==> src/rtl/watch_pkg.sv <==
// Shared types and constants for the watch mode controller.
package watch_pkg;

  typedef enum logic [1:0] {
    ModeClock     = 2'd0,
    ModeAlarm     = 2'd1,
    ModeTimer     = 2'd2,
    ModeStopwatch = 2'd3
  } mode_t;

  typedef enum logic [3:0] {
    FlagRun   = 4'd0,
    FlagPause = 4'd1,
    FlagClear = 4'd2,
    FlagEdit0 = 4'd3,
    FlagEdit1 = 4'd4,
    FlagEdit2 = 4'd5,
    FlagEdit3 = 4'd6,
    FlagRing  = 4'd7
  } flag_t;

  // Bit positions of the buttons this block acts on
  localparam int unsigned BTN_MODE  = 0;
  localparam int unsigned BTN_EDIT  = 1;
  localparam int unsigned BTN_START = 2;
  localparam int unsigned BTN_CLEAR = 7;

  // Ring priority, highest first: entry i lives at bits [2i+1:2i]
  localparam logic [7:0] RING_PRIO = {2'd0, 2'd3, 2'd2, 2'd1};

  localparam logic [3:0] BLANK_DIGIT = 4'hF;

  // Highest-priority requesting source; only meaningful when req is non-zero
  function automatic logic [1:0] ring_winner(input logic [3:0] req);
    logic [1:0] win;
    win = 2'd0;
    // Walk from lowest to highest priority so the highest one wins last
    for (int i = 3; i >= 0; i--) begin
      if (req[RING_PRIO[2*i +: 2]]) begin
        win = RING_PRIO[2*i +: 2];
      end
    end
    return win;
  endfunction

  function automatic logic is_edit(input flag_t f);
    return (f == FlagEdit0) || (f == FlagEdit1) || (f == FlagEdit2) || (f == FlagEdit3);
  endfunction

  // EDIT0..EDIT3 are encoded 3..6, so the low two bits plus one give the digit
  function automatic logic [1:0] edit_digit(input flag_t f);
    logic [3:0] v;
    v = f;
    return v[1:0] + 2'd1;
  endfunction

endpackage

==> src/rtl/btn_debounce.sv <==
// Debouncer for one active-low button: emits a single-cycle press pulse once
// the button has been stably pressed for DEBOUNCE_CYCLES cycles.
module btn_debounce #(
  parameter int unsigned DEBOUNCE_CYCLES = 4
) (
  input  logic clk,
  input  logic rst_n,
  input  logic btn_n_i,
  output logic press_o
);

  localparam int unsigned CntW = $clog2(DEBOUNCE_CYCLES + 1);
  localparam logic [CntW-1:0] CntMax = CntW'(DEBOUNCE_CYCLES);

  logic [CntW-1:0] cnt_q, cnt_d;
  logic            press_q, press_d;

  // Saturating press counter; the pulse is raised together with saturation
  always_comb begin
    cnt_d   = '0;
    press_d = 1'b0;
    if (!btn_n_i) begin
      cnt_d   = (cnt_q == CntMax) ? cnt_q : cnt_q + 1'b1;
      press_d = (cnt_q == CntMax - 1'b1);
    end
  end

  // Counter and pulse registers
  always_ff @(posedge clk or negedge rst_n) begin
    if (!rst_n) begin
      cnt_q   <= '0;
      press_q <= 1'b0;
    end else begin
      cnt_q   <= cnt_d;
      press_q <= press_d;
    end
  end

  assign press_o = press_q;

endmodule

==> src/rtl/watch_mode_ctrl.sv <==
// Watch top-level sequencer: debounced buttons, mode register and per-mode
// sub-state, display mux with edit-digit blink, speaker arbitration and ring ack.
// Optional macro WATCH_AUTO_RETURN_EN: leave EDIT after IDLE_TIMEOUT idle cycles.
module watch_mode_ctrl
  import watch_pkg::*;
#(
  parameter int unsigned DEBOUNCE_CYCLES = 4,
  parameter int unsigned BLINK_CYCLES    = 8,
  parameter int unsigned TONE_DIV        = 3,
  parameter int unsigned IDLE_TIMEOUT    = 64
) (
  input  logic        clk,
  input  logic        rst_n,
  input  logic [7:0]  btn,
  output logic [3:0]  state,
  output logic [3:0]  flag,
  input  logic [63:0] disp_in,
  output logic [15:0] disp_out,
  input  logic [3:0]  spk_req,
  output logic [3:0]  ring_ack,
  output logic        out_speaker
);

  localparam int unsigned ToneW  = $clog2(TONE_DIV + 1);
  localparam logic [ToneW-1:0] ToneLast = ToneW'(TONE_DIV - 1);
  localparam int unsigned BlinkW = $clog2(2 * BLINK_CYCLES);
  localparam logic [BlinkW-1:0] BlinkHalf = BlinkW'(BLINK_CYCLES);
  localparam logic [BlinkW-1:0] BlinkLast = BlinkW'(2 * BLINK_CYCLES - 1);

  logic press_mode, press_edit, press_start, press_clear, any_press;

  mode_t            mode_q, mode_d;
  flag_t            flag_q [4];
  flag_t            flag_d [4];
  flag_t            cur_flag, next_flag, flag_shown;
  logic             mode_step;

  logic             ring_valid;
  logic [1:0]       ring_win;
  logic [ToneW-1:0] tone_q, tone_d;
  logic             spk_q, spk_d;
  logic [3:0]       ack_q, ack_d;

  logic [BlinkW-1:0] blink_q, blink_d;
  logic [15:0]       disp_q, disp_d;

  // Digit-increment buttons are handled by the datapaths, not here
  logic unused_digit_btns;
  assign unused_digit_btns = ^btn[6:3];

  btn_debounce #(.DEBOUNCE_CYCLES(DEBOUNCE_CYCLES)) u_db_mode (
    .clk     (clk),
    .rst_n   (rst_n),
    .btn_n_i (btn[BTN_MODE]),
    .press_o (press_mode)
  );

  btn_debounce #(.DEBOUNCE_CYCLES(DEBOUNCE_CYCLES)) u_db_edit (
    .clk     (clk),
    .rst_n   (rst_n),
    .btn_n_i (btn[BTN_EDIT]),
    .press_o (press_edit)
  );

  btn_debounce #(.DEBOUNCE_CYCLES(DEBOUNCE_CYCLES)) u_db_start (
    .clk     (clk),
    .rst_n   (rst_n),
    .btn_n_i (btn[BTN_START]),
    .press_o (press_start)
  );

  btn_debounce #(.DEBOUNCE_CYCLES(DEBOUNCE_CYCLES)) u_db_clear (
    .clk     (clk),
    .rst_n   (rst_n),
    .btn_n_i (btn[BTN_CLEAR]),
    .press_o (press_clear)
  );

  assign any_press  = press_mode | press_edit | press_start | press_clear;
  assign ring_valid = |spk_req;
  assign ring_win   = ring_winner(spk_req);
  assign cur_flag   = flag_q[mode_q];
  assign flag_shown = spk_req[mode_q] ? FlagRing : cur_flag;

`ifdef WATCH_AUTO_RETURN_EN
  localparam int unsigned IdleW = $clog2(IDLE_TIMEOUT + 1);
  localparam logic [IdleW-1:0] IdleLast = IdleW'(IDLE_TIMEOUT);
  logic [IdleW-1:0] idle_q, idle_d;

  // Idle counter register
  always_ff @(posedge clk or negedge rst_n) begin
    if (!rst_n) begin
      idle_q <= '0;
    end else begin
      idle_q <= idle_d;
    end
  end
`else
  logic unused_idle_cfg;
  assign unused_idle_cfg = ^IDLE_TIMEOUT;
`endif

  // Tone generator: square wave while any source rings, silent otherwise
  always_comb begin
    tone_d = '0;
    spk_d  = 1'b0;
    if (ring_valid) begin
      if (tone_q == ToneLast) begin
        tone_d = '0;
        spk_d  = ~spk_q;
      end else begin
        tone_d = tone_q + 1'b1;
        spk_d  = spk_q;
      end
    end
  end

  // Any press while ringing acknowledges the winning source only
  always_comb begin
    ack_d = '0;
    if (ring_valid && any_press) begin
      ack_d = 4'b0001 << ring_win;
    end
  end

  // Flag FSM of the current mode plus mode stepping; one action per cycle
  always_comb begin
    flag_d    = flag_q;
    mode_d    = mode_q;
    next_flag = cur_flag;
    mode_step = 1'b0;
`ifdef WATCH_AUTO_RETURN_EN
    idle_d    = '0;
`endif
    if (cur_flag == FlagClear) begin
      next_flag = FlagPause;
    end else if (!ring_valid) begin
      // Presses during a ring were consumed by the acknowledge
      if (press_clear) begin
        if (cur_flag == FlagPause) next_flag = FlagClear;
      end else if (press_start) begin
        case (cur_flag)
          FlagRun:                                    next_flag = FlagPause;
          FlagPause:                                  next_flag = FlagRun;
          FlagEdit0, FlagEdit1, FlagEdit2, FlagEdit3: next_flag = FlagPause;
          default:                                    next_flag = cur_flag;
        endcase
      end else if (press_edit) begin
        case (cur_flag)
          FlagPause: next_flag = FlagEdit0;
          FlagEdit0: next_flag = FlagEdit1;
          FlagEdit1: next_flag = FlagEdit2;
          FlagEdit2: next_flag = FlagEdit3;
          FlagEdit3: next_flag = FlagPause;
          default:   next_flag = cur_flag;
        endcase
      end else if (press_mode) begin
        mode_step = (cur_flag == FlagRun) || (cur_flag == FlagPause);
      end
    end
`ifdef WATCH_AUTO_RETURN_EN
    if (!any_press && is_edit(cur_flag)) begin
      if (idle_q == IdleLast) begin
        next_flag = FlagPause;
      end else begin
        idle_d = idle_q + 1'b1;
      end
    end
`endif
    flag_d[mode_q] = next_flag;
    if (mode_step) mode_d = mode_t'(mode_q + 2'd1);
  end

  // Free-running blink phase counter
  always_comb begin
    blink_d = (blink_q == BlinkLast) ? '0 : blink_q + 1'b1;
  end

  // Display mux with the edited digit blanked during the odd blink half
  always_comb begin
    disp_d = disp_in[{mode_q, 4'b0000} +: 16];
    if (is_edit(flag_shown) && (blink_q >= BlinkHalf)) begin
      disp_d[{edit_digit(flag_shown), 2'b00} +: 4] = BLANK_DIGIT;
    end
  end

  // State registers
  always_ff @(posedge clk or negedge rst_n) begin
    if (!rst_n) begin
      mode_q    <= ModeClock;
      flag_q[0] <= FlagRun;
      flag_q[1] <= FlagPause;
      flag_q[2] <= FlagPause;
      flag_q[3] <= FlagPause;
      tone_q    <= '0;
      spk_q     <= 1'b0;
      ack_q     <= '0;
      blink_q   <= '0;
      disp_q    <= '0;
    end else begin
      mode_q    <= mode_d;
      flag_q    <= flag_d;
      tone_q    <= tone_d;
      spk_q     <= spk_d;
      ack_q     <= ack_d;
      blink_q   <= blink_d;
      disp_q    <= disp_d;
    end
  end

  assign state       = {2'b00, mode_q};
  assign flag        = flag_shown;
  assign disp_out    = disp_q;
  assign ring_ack    = ack_q;
  assign out_speaker = spk_q;

endmodule

==> config.mk <==
export PLATFORM = sky130hd
export DESIGN_NAME = watch_mode_ctrl
export DESIGN_NICKNAME = d
export VERILOG_FILES = /design/src/rtl/watch_pkg.sv /design/src/rtl/btn_debounce.sv /design/src/rtl/watch_mode_ctrl.sv
export SDC_FILE = /design/constraint.sdc
export NUM_CORES = 1
export LEC_CHECK = 0
export BUFFER_PORTS_ARGS = -buffer_cell sky130_fd_sc_hd__clkbuf_2
export CORE_MARGIN = 1
export CORE_UTILIZATION = 45
export DETAILED_ROUTE_END_ITERATION = 10
export GPL_TIMING_DRIVEN = 0
export PLACE_DENSITY_LB_ADDON = 0.12
export SLEW_MARGIN = 20
export SYNTH_ARGS = -nofsm -noshare
export SYNTH_HDL_FRONTEND = slang
export SYNTH_SLANG_ARGS = --single-unit
==> constraint.sdc <==
create_clock -name clk -period 2.6 [get_ports clk]
set_input_delay 0.65 -clock clk [delete_from_list [all_inputs] [get_ports clk]]
set_output_delay 0.65 -clock clk [all_outputs]
set_load 0.02 [all_outputs]
==> results of run 1 <==
==> logic make-up (layout without fill, tap and decap cells) <==
group	Yosys count	after routing	synth area share
simple gates	90	90	0.151
flops	61	61	0.465
compound gates	40	40	0.0772
buf+inv	31	157	0.0490
mux	28	28	0.168
fa+ha+maj	18	18	0.0684
xor+xnor	8	8	0.0213
other cells	1	2	0.00114
==> through the flow <==
stage / setup TNS (ns) / instance area [um^2] / std cells / power (W) / worst slack [ns]
floorplan: 0 / 3300 / 278 / 0.00169 / 0.251
global placement: 0 / 3920 / 474 / 0.00187 / 0.123
detailed placement: 0 / 3940 / 475 / 0.00191 / 0.121
CTS: -0.0382 / 4190 / 494 / 0.00288 / -0.0382
global route: -0.0120 / 4240 / 500 / 0.00306 / -0.00958
finish: 0 / 4240 / 500 / 0.00288 / 0.0557
==> what timing repair did <==
action,4_1_cts,5_1_grt
setup buffers,5,6
resized for setup,1,6
endpoints found under the setup margin,3,3
gates cloned,0,0
hold endpoints to repair,0,0
hold buffers,0,0
==> cell type report <==
cell class,count,area (um^2)
buffer,10,78.8
clock buffer,11,141
clock inverter,5,83.8
fill,594,2700
inverter,19,72.6
multi-input combinational,186,1610
sequential,61,1530
tap,96,120
timing repair buffer,112,611
==> state kept, by name (all words and copies together), names as in the netlist <==
name                cells
disp_out               16
flag_q                 16
blink_q                 4
ring_ack                4
u_db_clear.cnt_q        3
u_db_edit.cnt_q         3
u_db_mode.cnt_q         3
u_db_start.cnt_q        3
mode_q                  2
tone_q                  2
out_speaker             1
u_db_clear.press_o      1
u_db_edit.press_o       1
u_db_mode.press_o       1
u_db_start.press_o      1
==> final timing paths <==
| kind | start | slack, ns | end | depth (start not counted) |
|---|---|---|---|---|
| min reg2reg | tone_q[0] | 0.46 | tone_q[0] | 1 |
| min in group clk | tone_q[0] | 0.46 | tone_q[0] | 1 |
| min | rst_n | 0.23 | blink_q[0] | 1 |
| max | mode_q[1] | 0.06 | flag[1] | 5 |
| max in group asynchronous | rst_n | 1.80 | flag_q[8] | 2 |
| max reg2reg | mode_q[0] | 0.15 | mode_q[1] | 7 |
==> routing by layer <==
| layer | up-vias | global-route usage |
|---|---|---|
| met5 | - | 0 |
| met1 | 1198 | 0.226 |
| met3 | 8 | 0.0452 |
| met4 | 0 | 0.0939 |
| li1 | 1219 | - |
| met2 | 67 | 0.327 |
==> layout by cell type, fill, tap and decap left out, drive strengths merged, types with 3 or more instances in the layout <==
cell	Yosys	final
dfrtp	58	58
a31oi	6	6
nor2	27	27
xnor2	7	7
or2	20	20
ha	18	18
dfstp	3	3
nand4	3	3
inv	18	18
clkbuf	0	107
o21ai	5	5
nand2	11	11
mux2	7	7
a21oi	21	21
nand3	4	4
nand2b	3	3
nor2b	7	7
mux4	21	21
buf	12	26
nor3	4	4
==> report_power, final <==
| part | switching (W) | internal, W |
|---|---|---|
| Combinational | 0.000374 | 0.000359 |
| Sequential | 0.000107 | 0.00109 |
| Clock | 0.000379 | 0.000567 |
| Total | 0.000860 | 0.00202 |
==> critical path, delay by kind of cell, from the launching register on <==
| family | cells | cell delay [ns] |
|---|---|---|
| mux | 1 | 0.52 |
| buf+inv | 3 | 0.42 |
| flops | 1 | 0.36 |
| simple gates | 1 | 0.26 |
==> Yosys cell counts, types with 2 or more instances <==
cell type / count
dfrtp_1: 58
nor2_1: 24
a21oi_1: 21
mux4_2: 21
ha_1: 18
inv_1: 18
nand2_1: 11
or2_2: 11
or2_1: 9
nor2b_1: 7
xnor2_1: 7
mux2_2: 6
a31oi_1: 5
buf_2: 5
buf_6: 4
nand3_1: 4
nor3_1: 4
o21ai_0: 4
dfstp_2: 3
nand4_1: 3
nor2_2: 3
and2_1: 2
buf_4: 2
nand2b_1: 2
nor4b_1: 2
==> results.tsv, run 1 <==
stage	metric	value	unit
outcome	status	finished, final reports clean	
cts	clock buffer depth	2	
sta	Rel. slew slack	0.504	
yosys	Avg Cell Area, Syn	11.9	um^2
global_routing	global-route wire length before repair	10900	um
cts	CTS buffer count	9	
drt	Vias/cell	4.98	
sta	Worst Tran Pin Value	0.734	ns
drt	via count	2492	
yosys	Post-Syn Area	3290	um^2
cells_and_area	final core occ	0.611	
yosys	Synth Instances	277	
cts	TritonCTS clock tree	yes	
cells_and_area	antenna fix cells	0	
worst_setup_path	slowest cell delay on critical path	0.52	ns
yosys	share of flip-flops with an asynchronous set or reset	1.00	
drt	metal3 WL	365	um
cts	Root Driver	clkbuf_8	
cts	Sink Count	61	
yosys	Synth area leaders	dfrtp_1 (44%), mux4_2 (14%), ha_1 (6.8%), a21oi_1 (3.2%), nor2_1 (2.7%)	
yosys	FF+latch count, synth	61	
place	DP Wirelength	5260	um
cts	clock-pin slew on the worst setup and hold paths	0.07	ns
global_routing	Total GRT Usage	0.191	
flow_run	Max-Cap Viols	0	
yosys	sequential-to-total area share from yosys stat	0.465	
worst_setup_path	Crit path required time	1.95	ns
drt	met1 WL	2910	um
worst_setup_path	cell mode on critical path	buf_6	
die	Die ar.	7660	um^2
place	port bufs	100	
global_routing	number of global-route vias before repair	2412	
sta	fin crit period	2.54	ns
die	die width	87.5	um
worst_setup_path	Setup crit start kind	flop	
global_routing	initial antenna violation count	0	
worst_setup_path	Arrival @ worst endpoint	1.89	ns
drt	DR DRC count	0	
yosys	Syn. warnings	0	
yosys	Yosys cell types	48	
sta	Final Hold Fails	0	
yosys	Post-synth EDFFs	0	
die	row cnt	30	
power	leakage	2.01	nW
drt	routed wl met2	3540	um
die	initial core utilization	0.474	
sta	Final setup viols	0	
global_routing	largest net degree at the start of global routing	38	
cells_and_area	P&R area growth vs syn	28.9	%
sta	fin crit share	0.979	
drt	Top Metal Used	met4	
die	Die Span Y	87.5	um
cells_and_area	layout cells sized above 1	0.463	
global_routing	total grt overflow	0	
yosys	dominant cell type by area after synthesis	dfrtp_1	
worst_setup_path	Setup CP Type	reg2out	
worst_setup_path	CP Capture Type	output port	
drt	Pre-Repair DR Iteration Count	4	
die	I/O Pins	107	
drt	routed wire length	6900	um
sta	WHS	0.234	ns
cts	# H-tree levels	3	
yosys	ys flop type	dfrtp_1	
drt	Post-DRT Antenna Nets	0	
yosys	Synth top area share	0.441	
place	gp weighted congestion	0.784	
sta	RSZ-0062 raised after global routing	yes	
sta	Slew Limit Fails	0	
worst_setup_path	Slowest cell on crit path	mux4_2	
sta	Clock Skews	0.00948	ns
cts	Clk Latency, worst-skew pair	0.34	ns
drt	Starting DRT DRC Count	82	
hold_path	worst hold path class	in2async	
die	core area	6940	um^2
sta	f_max	0.393	GHz
worst_setup_path	Crit Path Max Fanout	6	
drt	wire per inst	13.8	um
worst_setup_path	CP cell instances	buf_6 > mux4_2 > buf_6 > or2_2 > buf_4	
power	Max VDD drop	373	uV
power	Cell Pwr Density	678	nW/um^2
cells_and_area	# nets final	495	
Note: power is estimated with default switching activity, not from simulation.
==> run 2: changes to the inputs <==
Settings changed: ABC_AREA set to 0, SLEW_MARGIN 20 to 40, SYNTH_HIERARCHICAL set to 1.
==> results.tsv, run 2 <==
stage	metric	value	unit
cells_and_area	P&R area growth vs syn	30.6	%
worst_setup_path	slowest cell delay on critical path	0.52	ns
cells_and_area	antenna fix cells	0	
yosys	Synth area leaders	dfrtp_1 (43%), mux4_2 (13%), ha_1 (6.7%), or2_2 (3.5%), inv_1 (2.7%)	
yosys	dominant cell type by area after synthesis	dfrtp_1	
drt	Vias/cell	5.19	
worst_setup_path	Setup CP Type	reg2out	
die	Die ar.	7830	um^2
place	DP Wirelength	5580	um
global_routing	Total GRT Usage	0.204	
yosys	Post-synth EDFFs	0	
hold_path	worst hold path class	in2async	
drt	Pre-Repair DR Iteration Count	4	
die	I/O Pins	107	
place	gp weighted congestion	0.861	
die	initial core utilization	0.464	
global_routing	number of global-route vias before repair	2562	
yosys	Post-Syn Area	3360	um^2
drt	wire per inst	14.5	um
sta	f_max	0.384	GHz
cells_and_area	most frequent cells in the layout	clkbuf_2 (95), dfrtp_1 (58), inv_1 (24)	
sta	fin crit period	2.61	ns
cts	Root Driver	clkbuf_8	
global_routing	initial antenna violation count	0	
sta	post-route setup slack	-0.00578	ns
sta	RSZ-0062 raised after global routing	yes	
cells_and_area	final core occ	0.606	
worst_setup_path	Crit Path Max Fanout	5	
cts	CTS buffer count	9	
global_routing	total grt overflow	0	
outcome	failing checks	setup timing	
cells_and_area	most common cell after layout, fill and taps aside	clkbuf_2	
cts	Clk Latency, worst-skew pair	0.34	ns
cts	clock buffer depth	2	
cells_and_area	layout cells sized above 1	0.470	
drt	Post-DRT Antenna Nets	0	
cts	Sink Count	61	
yosys	share of flip-flops with an asynchronous set or reset	1.00	
global_routing	largest net degree at the start of global routing	35	
yosys	sequential-to-total area share from yosys stat	0.455	
die	Die Span Y	88.5	um
drt	Starting DRT DRC Count	123	
die	die width	88.5	um
sta	WHS	0.292	ns
flow_run	Max-Cap Viols	0	
cts	hold bufs inserted after CTS	0	
power	leakage	2.12	nW
yosys	FF+latch count, synth	61	
place	port bufs	100	
cells_and_area	# nets final	504	
die	row cnt	31	
sta	Worst Tran Pin Value	0.650	ns
outcome	status	finished, violations left	
drt	DR DRC count	0	
cts	# H-tree levels	3	
yosys	synth cell count leaders	dfrtp_1 (58), inv_1 (24), mux4_2 (20)	
yosys	Yosys cell types	49	
cts	TritonCTS clock tree	yes	
yosys	ys flop type	dfrtp_1	
worst_setup_path	Slowest cell on crit path	mux4_2	
cells_and_area	fillers	623	
sta	Clock Skews	0.00866	ns
power	Cell Pwr Density	637	nW/um^2
yosys	Avg Cell Area, Syn	11.7	um^2
place	DP Cell Count	488	
sta	Rel. slew slack	0.563	
yosys	count leader, synth	dfrtp_1	
yosys	Syn. warnings	6	
sta	Slew Limit Fails	0	
worst_setup_path	Crit path required time	1.95	ns
worst_setup_path	Setup crit start kind	flop	
yosys	Synth Instances	287	
global_routing	global-route wire length before repair	12000	um
cells_and_area	Layout Cells excl Fill	512	
power	Max VDD drop	306	uV
cts	clock-pin slew on the worst setup and hold paths	0.07	ns
yosys	Synth top area share	0.431	
drt	via count	2659	
worst_setup_path	CP cell instances	buf_6 > buf_6 > mux4_2 > buf_8 > or2_4 > buf_8	
die	core area	7250	um^2
sta	Final setup viols	1	
sta	Final Hold Fails	0	
worst_setup_path	CP Capture Type	output port	
sta	fin crit share	1.00	
worst_setup_path	Arrival @ worst endpoint	1.96	ns
drt	routed wire length	7420	um
## run 2: metal layers
metal	up-vias	global-route usage	wire, um
li1	1280	-	-
met1	1278	0.247	3210
met2	85	0.352	3650
met3	16	0.0373	380
met4	0	0.0997	172
met5	-	0	0
## run 2: per-stage QoR
stage / total power (W) / setup WS (ns) / setup TNS (ns) / area, um^2
after CTS: 0.00286 / -0.0387 / -0.107 / 4360
after floorplan: 0.00162 / 0.112 / 0 / 3370
after global routing: 0.00297 / -0.0564 / -0.151 / 4400
after detailed placement: 0.00183 / -0.227 / -2.79 / 4020
final: 0.00280 / -0.00578 / -0.00578 / 4400
after global placement: 0.00180 / -0.176 / -1.85 / 3990
## run 2: worst max-delay path: cells and delay by family (launching register included)
family / cells / cell delay, ns
buffers and inverters: 4 / 0.51
DFF: 1 / 0.37
muxes: 1 / 0.52
and+or+nand+nor: 1 / 0.23
## run 2: report_power, final
group / leakage [nW] / switching (W) / internal (W)
logic: 1.27 / 0.000343 / 0.000352
registers: 0.740 / 0.0000935 / 0.00106
clock network: 0.116 / 0.000365 / 0.000589
## run 2: worst paths after layout
| check | slack (ns) | end | cells past startpoint | start |
|---|---|---|---|---|
| min reg2reg | 0.45 | tone_q[0] | 1 | tone_q[0] |
| max | -0.006 | flag[1] | 6 | mode_q[0] |
| max in group asynchronous | 1.71 | flag_q[0] | 2 | rst_n |
| max reg2reg | 0.08 | flag_q[12] | 8 | mode_q[0] |
| min | 0.29 | tone_q[0] | 1 | rst_n |
| min in group clk | 0.45 | tone_q[0] | 1 | tone_q[0] |
## run 2: what timing repair did
action | 4_1_cts | 5_1_grt
resized for setup | 19 | 12
setup buffers | 9 | 4
cloned | 0 | 0
endpoints found under the setup margin | 16 | 8
pin swaps | 2 | 3
## run 2: logic make-up after synthesis
family,Yosys count,synth area share
fa+ha+maj,18,0.0669
other cells,1,0.00111
simple gates,82,0.135
compound gates,55,0.113
flops,61,0.455
mux,29,0.170
buf+inv,37,0.0483
xor+xnor,4,0.0104
## run 2: cell type report
cell class | count | area, um^2 | share of cell area
timing repair buffer | 114 | 656 | 0.149
multi-input combinational | 190 | 1700 | 0.386
clock inverter | 4 | 70.1 | 0.0159
clock buffer | 12 | 155 | 0.0353
buffer | 8 | 73.8 | 0.0168
sequential | 61 | 1530 | 0.348
inverter | 24 | 90.1 | 0.0205
tap | 99 | 124 | 0.0282
==> run 3: changes to the inputs <==
Settings changed: PLACE_DENSITY set to 0.77, PLACE_DENSITY_LB_ADDON 0.12 to unset.
==> results.tsv, run 3 (synthesis gave the netlist of run 2 again) <==
stage	metric	value	unit
outcome	status	finished, final reports clean	
power	switching share of power	0.297	
worst_setup_path	CP Capture Type	output port	
cts	Sink Count	61	
power	Clock Power Share	0.331	
sta	WHS	0.260	ns
power	Comb power frac	0.251	
drt	Vias/cell	5.24	
worst_setup_path	slowest cell delay on critical path	0.53	ns
drt	via count	2670	
hold_path	worst hold path class	in2async	
die	Die ar.	7830	um^2
power	leakage	2.10	nW
sta	fin crit period	2.57	ns
cts	Root Driver	clkbuf_8	
global_routing	global-route wire length before repair	11600	um
cts	# H-tree levels	3	
die	initial core utilization	0.464	
cts	hold bufs inserted after CTS	0	
cells_and_area	P&R area growth vs syn	29.4	%
worst_setup_path	Worst path top cell family by delay	multiplexers	
cells_and_area	most common cell after layout, fill and taps aside	clkbuf_2	
flow_run	Max-Cap Viols	0	
place	port bufs	100	
sta	Final Hold Fails	0	
drt	Pre-Repair DR Iteration Count	4	
sta	Worst Tran Pin Value	0.768	ns
power	net switching power	0.000821	W
die	I/O Pins	107	
sta	Clock Skews	0.00468	ns
worst_setup_path	Slowest cell on crit path	mux4_2	
worst_setup_path	cell mode on critical path	buf_6	
cts	clock buffer depth	2	
drt	Starting DRT DRC Count	188	
global_routing	total grt overflow	0	
sta	fin crit share	0.988	
sta	RSZ-0062 raised after global routing	yes	
die	Die Span Y	88.5	um
worst_setup_path	WP buf/inv	3	
global_routing	largest net degree at the start of global routing	34	
sta	Rel. slew slack	0.483	
global_routing	Total GRT Usage	0.200	
die	core area	7250	um^2
drt	Post-DRT Antenna Nets	0	
cts	TritonCTS clock tree	yes	
worst_setup_path	Crit Path Max Fanout	6	
cells_and_area	most frequent cells in the layout	clkbuf_2 (96), dfrtp_1 (58), inv_1 (24)	
die	row cnt	31	
worst_setup_path	CP cell instances	buf_6 > buf_6 > mux4_2 > or2_4 > clkbuf_8	
cts	Clk Latency, worst-skew pair	0.34	ns
worst_setup_path	Setup CP Type	reg2out	
place	gp weighted congestion	0.848	
cells_and_area	# nets final	502	
cells_and_area	layout cells sized above 1	0.467	
power	Pint	0.00194	W
worst_setup_path	Crit path required time	1.95	ns
cts	clock-pin slew on the worst setup and hold paths	0.07	ns
place	Placed Area	4020	um^2
drt	DR DRC count	0	
cells_and_area	Final Cell Area	4350	um^2
place	DP Wirelength	5460	um
power	Cell Pwr Density	635	nW/um^2
global_routing	number of global-route vias before repair	2590	
worst_setup_path	Arrival @ worst endpoint	1.92	ns
drt	wire per inst	14.7	um
sta	Final setup viols	0	
power	Seq pwr share	0.418	
die	die width	88.5	um
cts	CTS buffer count	9	
global_routing	initial antenna violation count	0	
sta	f_max	0.389	GHz
sta	Slew Limit Fails	0	
drt	routed wire length	7480	um
cells_and_area	antenna fix cells	0	
power	Max VDD drop	350	uV
worst_setup_path	Setup crit start kind	flop	
-- run 3: layout make-up --
class	instances	area, um^2
Fill cell	576	2900
Multi-Input combinational cell	190	1680
Sequential cell	61	1530
Timing Repair Buffer	111	631
Clock buffer	9	124
Tap cell	99	124
Clock inverter	7	90.1
Inverter	24	90.1
Buffer	9	86.3
-- run 3: per-layer routing --
layer	vias up	GRT usage	part of all wire
met5	-	0	0
met4	0	0.0909	0.025
met3	19	0.0466	0.066
met2	123	0.366	0.52
met1	1258	0.220	0.39
li1	1270	-	-
-- run 3: through the flow --
stage	setup TNS (ns)	setup slack [ns]	total power [W]	util	instances
floorplan	0	0.112	0.00162	-	288
global placement	-1.51	-0.129	0.00179	0.550	487
detailed placement	-3.19	-0.222	0.00183	0.554	488
CTS	-0.143	-0.0516	0.00280	0.600	510
global route	-0.0713	-0.0392	0.00292	0.600	510
finish	0	0.0317	0.00276	0.600	510
-- run 3: power groups by stage --
stage / clock network, W / logic [W] / registers [W]
final: 0.000916 / 0.000695 / 0.00115
after global routing: 0.000976 / 0.000775 / 0.00117
after CTS: 0.000934 / 0.000715 / 0.00115
after detailed placement: 0 / 0.000664 / 0.00117
after global placement: 0 / 0.000632 / 0.00116
after floorplan: 0 / 0.000440 / 0.00118
-- run 3: worst reg2reg max path, delay by kind of cell (launching register included) --
kind	cells	cell delay, ns
AO/OA/AOI/OAI	3	0.85
buffers and inverters	2	0.33
flip-flops	1	0.37
multiplexers	2	0.85
-- run 3: timing repair --
item | 4_1_cts | 5_1_grt
buffers inserted | 9 | 1
resized for setup | 18 | 9
setup endpoints to repair | 18 | 8
endpoints found under the hold margin | 0 | 0
-- run 3: final timing paths --
check | start | endpoint | slack, ns | cells after the start
max | mode_q[0] | flag[2] | 0.03 | 5
min | rst_n | u_db_edit/cnt_q[0] | 0.26 | 1
max reg2reg | mode_q[0] | flag_q[12] | 0.08 | 7
min reg2reg | tone_q[0] | tone_q[0] | 0.46 | 1
max in group asynchronous | rst_n | flag_q[4] | 1.77 | 2
min in group clk | tone_q[0] | tone_q[0] | 0.46 | 1
